## src/rtl/mem_access_ctrl_if.sv

```systemverilog
// Request/response and memory-bus bundle for mem_access_ctrl.
// The slave side is the controller; the master side is the sequencer plus the memory model.
interface mem_access_ctrl_if;
  logic [7:0]  m1_content;
  logic [7:0]  m2_content;
  logic        rd_req;
  logic        wr_req;
  logic [7:0]  wr_data;
  logic        busy;
  logic        done;
  logic        err;
  logic [7:0]  rd_data;
  logic [15:0] mem_addr;
  logic        mem_rd;
  logic        mem_wr;
  logic [7:0]  mem_wdata;
  logic [7:0]  mem_rdata;
  logic        mem_ready;
  logic        led_rd;
  logic        led_wr;

  modport master (
    output m1_content, m2_content, rd_req, wr_req, wr_data, mem_rdata, mem_ready,
    input  busy, done, err, rd_data, mem_addr, mem_rd, mem_wr, mem_wdata, led_rd, led_wr
  );

  modport slave (
    input  m1_content, m2_content, rd_req, wr_req, wr_data, mem_rdata, mem_ready,
    output busy, done, err, rd_data, mem_addr, mem_rd, mem_wr, mem_wdata, led_rd, led_wr
  );
endinterface

```

## src/rtl/mem_access_ctrl.sv

```systemverilog
// Memory access sequencer: latches {M1,M2} on a request and runs a setup/strobe/hold cycle
// with wait-state and timeout handling. It returns read data and a one-cycle done pulse.
module mem_access_ctrl #(
  parameter int unsigned SETUP_CYCLES = 1,
  parameter int unsigned WAIT_CYCLES  = 2,
  parameter int unsigned TIMEOUT      = 16
) (
  input  logic              clk,
  input  logic              rst_n,
  mem_access_ctrl_if.slave  bus
);

  localparam logic [2:0] S_IDLE   = 3'd0;
  localparam logic [2:0] S_SETUP  = 3'd1;
  localparam logic [2:0] S_STROBE = 3'd2;
  localparam logic [2:0] S_HOLD   = 3'd3;
  localparam logic [2:0] S_DONE   = 3'd4;

  localparam logic [7:0] SETUP_W = 8'(SETUP_CYCLES);
  localparam logic [7:0] WAIT_W  = 8'(WAIT_CYCLES);
  localparam logic [7:0] TO_W    = 8'(TIMEOUT);

  logic [2:0]  state_q, state_d;
  logic [7:0]  cnt_q, cnt_d;
  logic        is_wr_q, is_wr_d;
  logic        abort_q, abort_d;
  logic [15:0] addr_q, addr_d;
  logic [7:0]  wdata_q, wdata_d;
  logic [7:0]  rdata_q, rdata_d;
  logic        rd_q, rd_d;
  logic        wr_q, wr_d;
  logic        done_q, done_d;
  logic        err_q, err_d;

  always_comb begin
    state_d = state_q;
    cnt_d   = cnt_q;
    is_wr_d = is_wr_q;
    abort_d = abort_q;
    addr_d  = addr_q;
    wdata_d = wdata_q;
    rdata_d = rdata_q;
    rd_d    = rd_q;
    wr_d    = wr_q;
    done_d  = 1'b0;
    err_d   = 1'b0;

    case (state_q)
      S_IDLE: begin
        if (bus.rd_req && bus.wr_req) begin
          err_d = 1'b1;
        end else if (bus.rd_req || bus.wr_req) begin
          addr_d  = {bus.m1_content, bus.m2_content};
          is_wr_d = bus.wr_req;
          if (bus.wr_req) wdata_d = bus.wr_data;
          abort_d = 1'b0;
          cnt_d   = 8'd1;
          state_d = S_SETUP;
        end
      end

      // Strobes are set/cleared on the transition edges so they stay pure register outputs.
      S_SETUP: begin
        if (cnt_q >= SETUP_W) begin
          state_d = S_STROBE;
          cnt_d   = 8'd1;
          rd_d    = !is_wr_q;
          wr_d    = is_wr_q;
        end else begin
          cnt_d = cnt_q + 8'd1;
        end
      end

      S_STROBE: begin
        if (cnt_q >= WAIT_W && bus.mem_ready) begin
          if (!is_wr_q) rdata_d = bus.mem_rdata;
          rd_d    = 1'b0;
          wr_d    = 1'b0;
          cnt_d   = '0;
          state_d = S_HOLD;
        end else if (cnt_q == TO_W) begin
          abort_d = 1'b1;
          rd_d    = 1'b0;
          wr_d    = 1'b0;
          cnt_d   = '0;
          state_d = S_HOLD;
        end else begin
          cnt_d = cnt_q + 8'd1;
        end
      end

      S_HOLD: begin
        done_d  = 1'b1;
        err_d   = abort_q;
        state_d = S_DONE;
      end

      S_DONE:  state_d = S_IDLE;

      default: state_d = S_IDLE;
    endcase
  end

  always_ff @(posedge clk or negedge rst_n) begin
    if (!rst_n) begin
      state_q <= S_IDLE;
      cnt_q   <= '0;
      is_wr_q <= 1'b0;
      abort_q <= 1'b0;
      addr_q  <= '0;
      wdata_q <= '0;
      rdata_q <= '0;
      rd_q    <= 1'b0;
      wr_q    <= 1'b0;
      done_q  <= 1'b0;
      err_q   <= 1'b0;
    end else begin
      state_q <= state_d;
      cnt_q   <= cnt_d;
      is_wr_q <= is_wr_d;
      abort_q <= abort_d;
      addr_q  <= addr_d;
      wdata_q <= wdata_d;
      rdata_q <= rdata_d;
      rd_q    <= rd_d;
      wr_q    <= wr_d;
      done_q  <= done_d;
      err_q   <= err_d;
    end
  end

  assign bus.busy      = (state_q != S_IDLE);
  assign bus.done      = done_q;
  assign bus.err       = err_q;
  assign bus.rd_data   = rdata_q;
  assign bus.mem_addr  = addr_q;
  assign bus.mem_wdata = wdata_q;
  assign bus.mem_rd    = rd_q;
  assign bus.mem_wr    = wr_q;
  assign bus.led_rd    = rd_q;
  assign bus.led_wr    = wr_q;

endmodule

```

## src/flat_wrapper.sv

```systemverilog
// flat-port wrapper written by rule: the top's interface ports become plain ports
module mem_access_ctrl_flat 
#(
  parameter int unsigned SETUP_CYCLES = 1,
  parameter int unsigned WAIT_CYCLES  = 2,
  parameter int unsigned TIMEOUT      = 16
)
  (clk, rst_n, bus_m1_content, bus_m2_content, bus_rd_req, bus_wr_req, bus_wr_data, bus_mem_rdata, bus_mem_ready, bus_busy, bus_done, bus_err, bus_rd_data, bus_mem_addr, bus_mem_rd, bus_mem_wr, bus_mem_wdata, bus_led_rd, bus_led_wr);
  mem_access_ctrl_if bus_i ();
  input  logic clk;
  input  logic rst_n;
  input wire logic [$bits(bus_i.m1_content)-1:0] bus_m1_content;
  input wire logic [$bits(bus_i.m2_content)-1:0] bus_m2_content;
  input wire logic [$bits(bus_i.rd_req)-1:0] bus_rd_req;
  input wire logic [$bits(bus_i.wr_req)-1:0] bus_wr_req;
  input wire logic [$bits(bus_i.wr_data)-1:0] bus_wr_data;
  input wire logic [$bits(bus_i.mem_rdata)-1:0] bus_mem_rdata;
  input wire logic [$bits(bus_i.mem_ready)-1:0] bus_mem_ready;
  output wire logic [$bits(bus_i.busy)-1:0] bus_busy;
  output wire logic [$bits(bus_i.done)-1:0] bus_done;
  output wire logic [$bits(bus_i.err)-1:0] bus_err;
  output wire logic [$bits(bus_i.rd_data)-1:0] bus_rd_data;
  output wire logic [$bits(bus_i.mem_addr)-1:0] bus_mem_addr;
  output wire logic [$bits(bus_i.mem_rd)-1:0] bus_mem_rd;
  output wire logic [$bits(bus_i.mem_wr)-1:0] bus_mem_wr;
  output wire logic [$bits(bus_i.mem_wdata)-1:0] bus_mem_wdata;
  output wire logic [$bits(bus_i.led_rd)-1:0] bus_led_rd;
  output wire logic [$bits(bus_i.led_wr)-1:0] bus_led_wr;
  assign bus_i.m1_content = bus_m1_content;
  assign bus_i.m2_content = bus_m2_content;
  assign bus_i.rd_req = bus_rd_req;
  assign bus_i.wr_req = bus_wr_req;
  assign bus_i.wr_data = bus_wr_data;
  assign bus_i.mem_rdata = bus_mem_rdata;
  assign bus_i.mem_ready = bus_mem_ready;
  assign bus_busy = bus_i.busy;
  assign bus_done = bus_i.done;
  assign bus_err = bus_i.err;
  assign bus_rd_data = bus_i.rd_data;
  assign bus_mem_addr = bus_i.mem_addr;
  assign bus_mem_rd = bus_i.mem_rd;
  assign bus_mem_wr = bus_i.mem_wr;
  assign bus_mem_wdata = bus_i.mem_wdata;
  assign bus_led_rd = bus_i.led_rd;
  assign bus_led_wr = bus_i.led_wr;
  mem_access_ctrl #(.SETUP_CYCLES(SETUP_CYCLES), .WAIT_CYCLES(WAIT_CYCLES), .TIMEOUT(TIMEOUT)) u_core (.clk(clk), .rst_n(rst_n), .bus(bus_i));
endmodule
```

## config.mk

```make
export PLATFORM = sky130hd
export DESIGN_NAME = mem_access_ctrl_flat
export DESIGN_NICKNAME = d
export VERILOG_FILES = /design/src/rtl/mem_access_ctrl_if.sv /design/src/rtl/mem_access_ctrl.sv /design/src/flat_wrapper.sv
export SDC_FILE = /design/constraint.sdc
export NUM_CORES = 1
export LEC_CHECK = 0
export CAP_MARGIN = 5
export CORE_ASPECT_RATIO = 0.7
export CORE_MARGIN = 5
export CORE_UTILIZATION = 45
export DETAILED_ROUTE_END_ITERATION = 10
export PLACE_DENSITY = 0.81
export SYNTH_ARGS = -nofsm -noshare
export SYNTH_HDL_FRONTEND = slang
export SYNTH_SLANG_ARGS = --single-unit
export TNS_END_PERCENT = 50
```

## constraint.sdc

```tcl
create_clock -name clk -period 2.3 [get_ports clk]
set_clock_uncertainty 0.2 [all_clocks]
set_input_delay 0.46 -clock clk [delete_from_list [all_inputs] [get_ports clk]]
set_output_delay 0.46 -clock clk [all_outputs]
set_load 0.05 [all_outputs]
```

# Yosys cells after proc, flatten, opt, wreduce, memory -nomap -nowiden
# Index checks and enable logic that the tools add are counted.
dict set report classes {
  n_lt_le_gt_ge 2
  muxes 26
  n_shift 0
  eq_ne 10
  n_div 0
  n_bitwise 2
  n_mul 0
  add_sub_neg 1
  reduce_logical 16
}
# cell count
set op_table {}
lappend op_table {{$mux 8} 5}
lappend op_table {{$pmux 8 s3} 1}
lappend op_table {{$mux 3} 5}
lappend op_table {{$pmux 3 s4} 1}
lappend op_table {{$reduce_and 3->1} 4}
lappend op_table {{$mux 1} 10}
lappend op_table {{$add 8x1->8 const B} 1}
lappend op_table {{$eq 8x5->1 const B} 1}
lappend op_table {{$ge 8x1->1 const B} 1}
lappend op_table {{$ge 8x2->1 const B} 1}
lappend op_table {{$pmux 1 s2} 4}
lappend op_table {{$reduce_and 4->1} 2}
lappend op_table {{$eq 3x2->1 const B} 2}
lappend op_table {{$ne 2x1->1 const B} 3}
lappend op_table {{$reduce_bool 3->1} 2}
lappend op_table {{$reduce_and 5->1} 1}
lappend op_table {{$ne 2x2->1 const B} 2}
lappend op_table {{$reduce_bool 2->1} 2}
lappend op_table {{$eq 3x1->1 const B} 1}
lappend op_table {{$logic_not 3->1} 1}
lappend op_table {{$ne 3x1->1 const B} 1}
lappend op_table {{$logic_and 1x1->1} 2}
lappend op_table {{$not 1->1} 2}
lappend op_table {{$logic_not 1->1} 1}
lappend op_table {{$logic_or 1x1->1} 1}
dict set report word_totals {
  elab_cells 68
  latch_bits 0
  mem_bits_ro 0
  output_inout_bits 39
  reg_bits 49
  ram_bits 0
  in_bits 37
  memories 0
}

# Longest topological paths before layout
dict set report depth {
  depth_word 4
  mapped_depth 6
  mapped_depth_nobuf 6
}

# Worst setup path before layout
# OpenSTA, ideal clock, no wires.
dict set report synth_timing {
  path_kind {flip-flop to flip-flop}
  startpoint {register u_core.state_q[0]}
  endpoint {register u_core.rdata_q[0], in the netlist u_core.bus.rd_data[0]}
  slack_ps 312
  setup_ps 125
  path_buffers 2
  synth_period_minus_slack_ps 1988
  path_stages_with_launch 7
  required_time_ps 1975
  arrival_time_ps 1663
  path_cell_list {dfrtp_1 > buf_6 > nand2b_4 > or2_4 > a2111o_1 > buf_6 > mux2_4}
}
dict set report synth_via {
  elab_chain_cells 2
}
# item line
set synth_rtl {}
lappend synth_rtl {{start: declaration} mem_access_ctrl.sv:23} ;# logic [2:0] state_q, state_d;
lappend synth_rtl {{start signal: assignment} mem_access_ctrl.sv:118} ;# state_q <= state_d;
lappend synth_rtl {{$eq 3x2->1} mem_access_ctrl.sv:48} ;# case (state_q)
lappend synth_rtl {{$reduce_and 3->1 (no line)} --}
lappend synth_rtl {{end signal: assignment} mem_access_ctrl.sv:124} ;# rdata_q <= rdata_d;
lappend synth_rtl {{end: declaration} mem_access_ctrl.sv:29} ;# logic [7:0] rdata_q, rdata_d;
# No other way between the ends.
# A chain may end at the register's enable or synchronous reset.

# Worst setup path in the final report
dict set report layout_timing {
  startpoint {register u_core.wr_q, in the netlist u_core.bus.led_wr}
  endpoint {output port bus_mem_wr}
}
# item line
set layout_lines {}
lappend layout_lines {{start: declaration} mem_access_ctrl.sv:31} ;# logic wr_q, wr_d;
lappend layout_lines {{start signal: assignment} mem_access_ctrl.sv:126} ;# wr_q <= wr_d;
lappend layout_lines {{end: declaration} flat_wrapper.sv:25} ;# output wire logic [$bits(bus_i.mem_wr)-1:0] bus_mem_wr;
# No word-level cell between the ends.

==> key figures <==
STA
  • RSZ-0062 raised after global routing: no
  • Final max-slew violation count: 0
  • Worst slew pin tran: 0.9554 ns
  • Max Freq: 456.0 MHz
  • Final Critical Period: 2.193 ns
  • Max-slew headroom: 35.76%
  • Final Hold Fails: 0
  • Finish-stage setup viols: 0
  • PnR worst setup slack: 0.1070 ns
  • Setup total negative slack: 0 ns
  • Period Utilization, post-route: 95.35%

Clock tree
  • Cts bufs inserted: 5
  • CTS root buffer: clkbuf_8
  • Postcts setup bufs: 0
  • # hold bufs at CTS: 0
  • H-tree depth: 2
  • Clock network latency to the later pin of the worst-skew pair: 0.30 ns
  • CTS tree: done
  • Reg clk slew, reported paths: 0.09 ns
  • Clock Tree Buf Depth: 2
  • Clock sinks: 49
  • Post-cts resize count: 0

Setup path
  • Crit Path Category: reg -> out
  • Slowest stage cell, crit path: clkdlybuf4s50_1
  • Startpoint types: register
  • Crit path DAT: 1.53 ns
  • Crit path capture type: output port
  • Cell chain of the critical path: clkdlybuf4s50_1
  • Worst path top cell family by delay: buffers and inverters
  • Buf/Inv on CP: 1
  • Reg2reg path depth: 7
  • Reg2reg start: u_core.cnt_q[0]$_DFFE_PN0P_
  • CP required: 1.64 ns
  • R2R Path End: u_core.bus.led_wr$_DFFE_PN0P_
  • Reg-to-reg slack, setup: 0.13 ns
  • CP max stage delay: 0.84 ns
  • Worst-path fanout max: 3

Detailed routing
  • Number of antenna-violating nets in the routed design: 0
  • DR WL met3: 580 um
  • M1 wire length: 2132 um
  • Total Wirelength: 5295 um
  • Drt pass-1 iters: 4
  • Number of vias per cell: 5.092
  • Remaining DRCs: 0
  • WL/cell: 15.67 um
  • Uppermost routed layer: met4
  • Vias: 1,721
  • Met2 wire len: 2527 um
  • 1st-iter DRT viols: 59

Status
  • Outcome: completed

Synth
  • Cells after Synth: 179
  • Synth Flop Type: dfrtp_1
  • Syn Nets: 221
  • Syn avg cell area: 12.74 um^2
  • Largest family of logic cells by synthesized area: multiplexers
  • Number of different library cells in the post-synthesis netlist: 50
  • Sequential cell area fraction in the yosys report: 53.76%
  • Post-synth EDFFs: 0
  • Simple-Gate Fraction of Synth Area: 11.74%
  • Synth Area in XOR/XNOR: 1.152%
  • Mux share of post-synthesis cell area: 17.11%
  • Post-synth ARST share: 100.0%
  • Yosys reg bits: 49
  • Yosys warnings: 0
  • Mapped cell area: 0.002281 mm^2
  • Post-Synth Adder-Cell Area: 2.743%
  • Compound-cell area share of the yosys netlist: 9.874%

Place
  • Placed instance area: 0.003176 mm^2
  • Placed instance count: 330
  • Setup slack after placement: -0.2159 ns
  • I/O Buffers: 75
  • RD Place Congestion: 0.8940
  • DP HPWL: 4005 um

Global route
  • Initial antenna violation count: 0
  • Largest net degree at the start of global routing: 50
  • Overall global routing resource usage: 16.47%
  • Residual overflow from global routing: 0
  • Global-route wire length before repair: 8631 um
  • Vias in the first global route: 1,772

Layout
  • Reg area: 0.001226 mm^2
  • # nets final: 310
  • Multi-input gate area: 975.9 um^2
  • Fin area: 0.003276 mm^2
  • Fill cells: 393
  • Antenna cells: 0
  • Area Growth Syn to Fin: 43.61%
  • Non-Filler Instances: 338
  • Share of cells above drive strength 1: 25.28%

Power and ir drop
  • Total power: 0.005156 W
  • Pleak: 1.421 nW
  • PwrDens: 1574 mW/mm^2
  • Max VDD drop: 0.8641 mV

Floorplanning
  • Die height: 69.57 um
  • I/O pins: 76
  • Starting Density: 47.18%
  • Die area: 0.006615 mm^2
  • Row count: 21
  • Die width: 95.10 um
  • Core Region: 0.004835 mm^2

Hold path
  • Tightest Hold Check Type: in -> async

Run
  • Max Cap Viol: 0
## cell type report
type	count	share of cell area (%)
clock inverters	2	0.4202
inverters	6	0.6875
well taps	69	2.636
clock buffers	6	2.521
multi-input cells	116	29.79
flip-flops and latches	49	37.43
repair buffers	90	26.51
## logic make-up after synthesis
logic type / Yosys count
DFF: 49
buffers and inverters: 14
xor gates and xnor gates: 3
AOI/OAI and AO/OA: 30
adders and majority gates: 5
and+or+nand+nor: 46
muxes: 32
## layout by cell type, fill, tap and decap left out, drive strengths merged, types with 3 or more instances in the layout
cell type / count
nand2b: 3
nor2: 7
clkdlybuf4s50: 73
a21oi: 5
nor3: 5
ha: 5
clkbuf: 6
inv: 6
dfrtp: 49
nand2: 14
o21ai: 6
nand3: 3
mux2: 32
nor3b: 4
buf: 17
## flip-flops by register name (all words and copies together), names as in the netlist
name and cells:
u_core.bus.mem_addr 16, u_core.bus.mem_wdata 8, u_core.bus.rd_data 8, u_core.cnt_q 8
u_core.state_q 3, u_core.abort_q 1, u_core.bus.done 1, u_core.bus.err 1
u_core.bus.led_rd 1, u_core.bus.led_wr 1, u_core.is_wr_q 1
## routing by layer
metal,vias to the layer above,track usage (%)
met3,6,6.399
met5,-,0
li1,814,-
met1,831,21.56
met4,0,3.840
met2,70,25.60
## cell usage after synthesis, drive strengths merged, types with 3 or more instances
library cell,instances,area (um^2)
nand3,3,15.01
a21oi,5,36.29
inv,6,22.52
o21ai,6,30.03
ha,5,62.56
nand2,14,55.06
nor2,7,28.78
nand2b,3,26.27
mux2,32,390.4
dfrtp,49,1226
nor3,5,30.03
buf,7,55.05
nor3b,4,30.03
## report_power, final
group          total [W]  internal [W]  switching (W)
combinational    0.00315       0.00125        0.00190
sequential       0.00147       0.00123       0.000241
clock           0.000532      0.000244       0.000288
## how the worst max path moves through the flow
stage               slack [ns]  cells after the start                                 to                     startpoint
finish                    0.11                      1                         bus_mem_wr  u_core.bus.led_wr$_DFFE_PN0P_
global route              0.01                      5                           bus_busy  u_core.state_q[0]$_DFFE_PN0P_
CTS                       0.03                      7        u_core.cnt_q[4]$_DFFE_PN0P_    u_core.cnt_q[0]$_DFFE_PN0P_
detailed placement       -0.22                      5        u_core.cnt_q[0]$_DFFE_PN0P_                     bus_rd_req
global placement         -0.20                      5        u_core.cnt_q[0]$_DFFE_PN0P_                     bus_rd_req
floorplan                 0.31                      6  u_core.bus.rd_data[0]$_DFFE_PN0P_  u_core.state_q[0]$_DFFE_PN0P_
## per-stage QoR
stage | util [%] | hold slack [ns]
after floorplan | - | -0.03559
after global placement | 65.68 | 0.2861
after detailed placement | 65.68 | 0.2894
after CTS | 67.68 | 0.06499
after global routing | 67.75 | 0.1075
final | 67.75 | 0.04598
No activity file was read; power rests on OpenSTA's default activity.
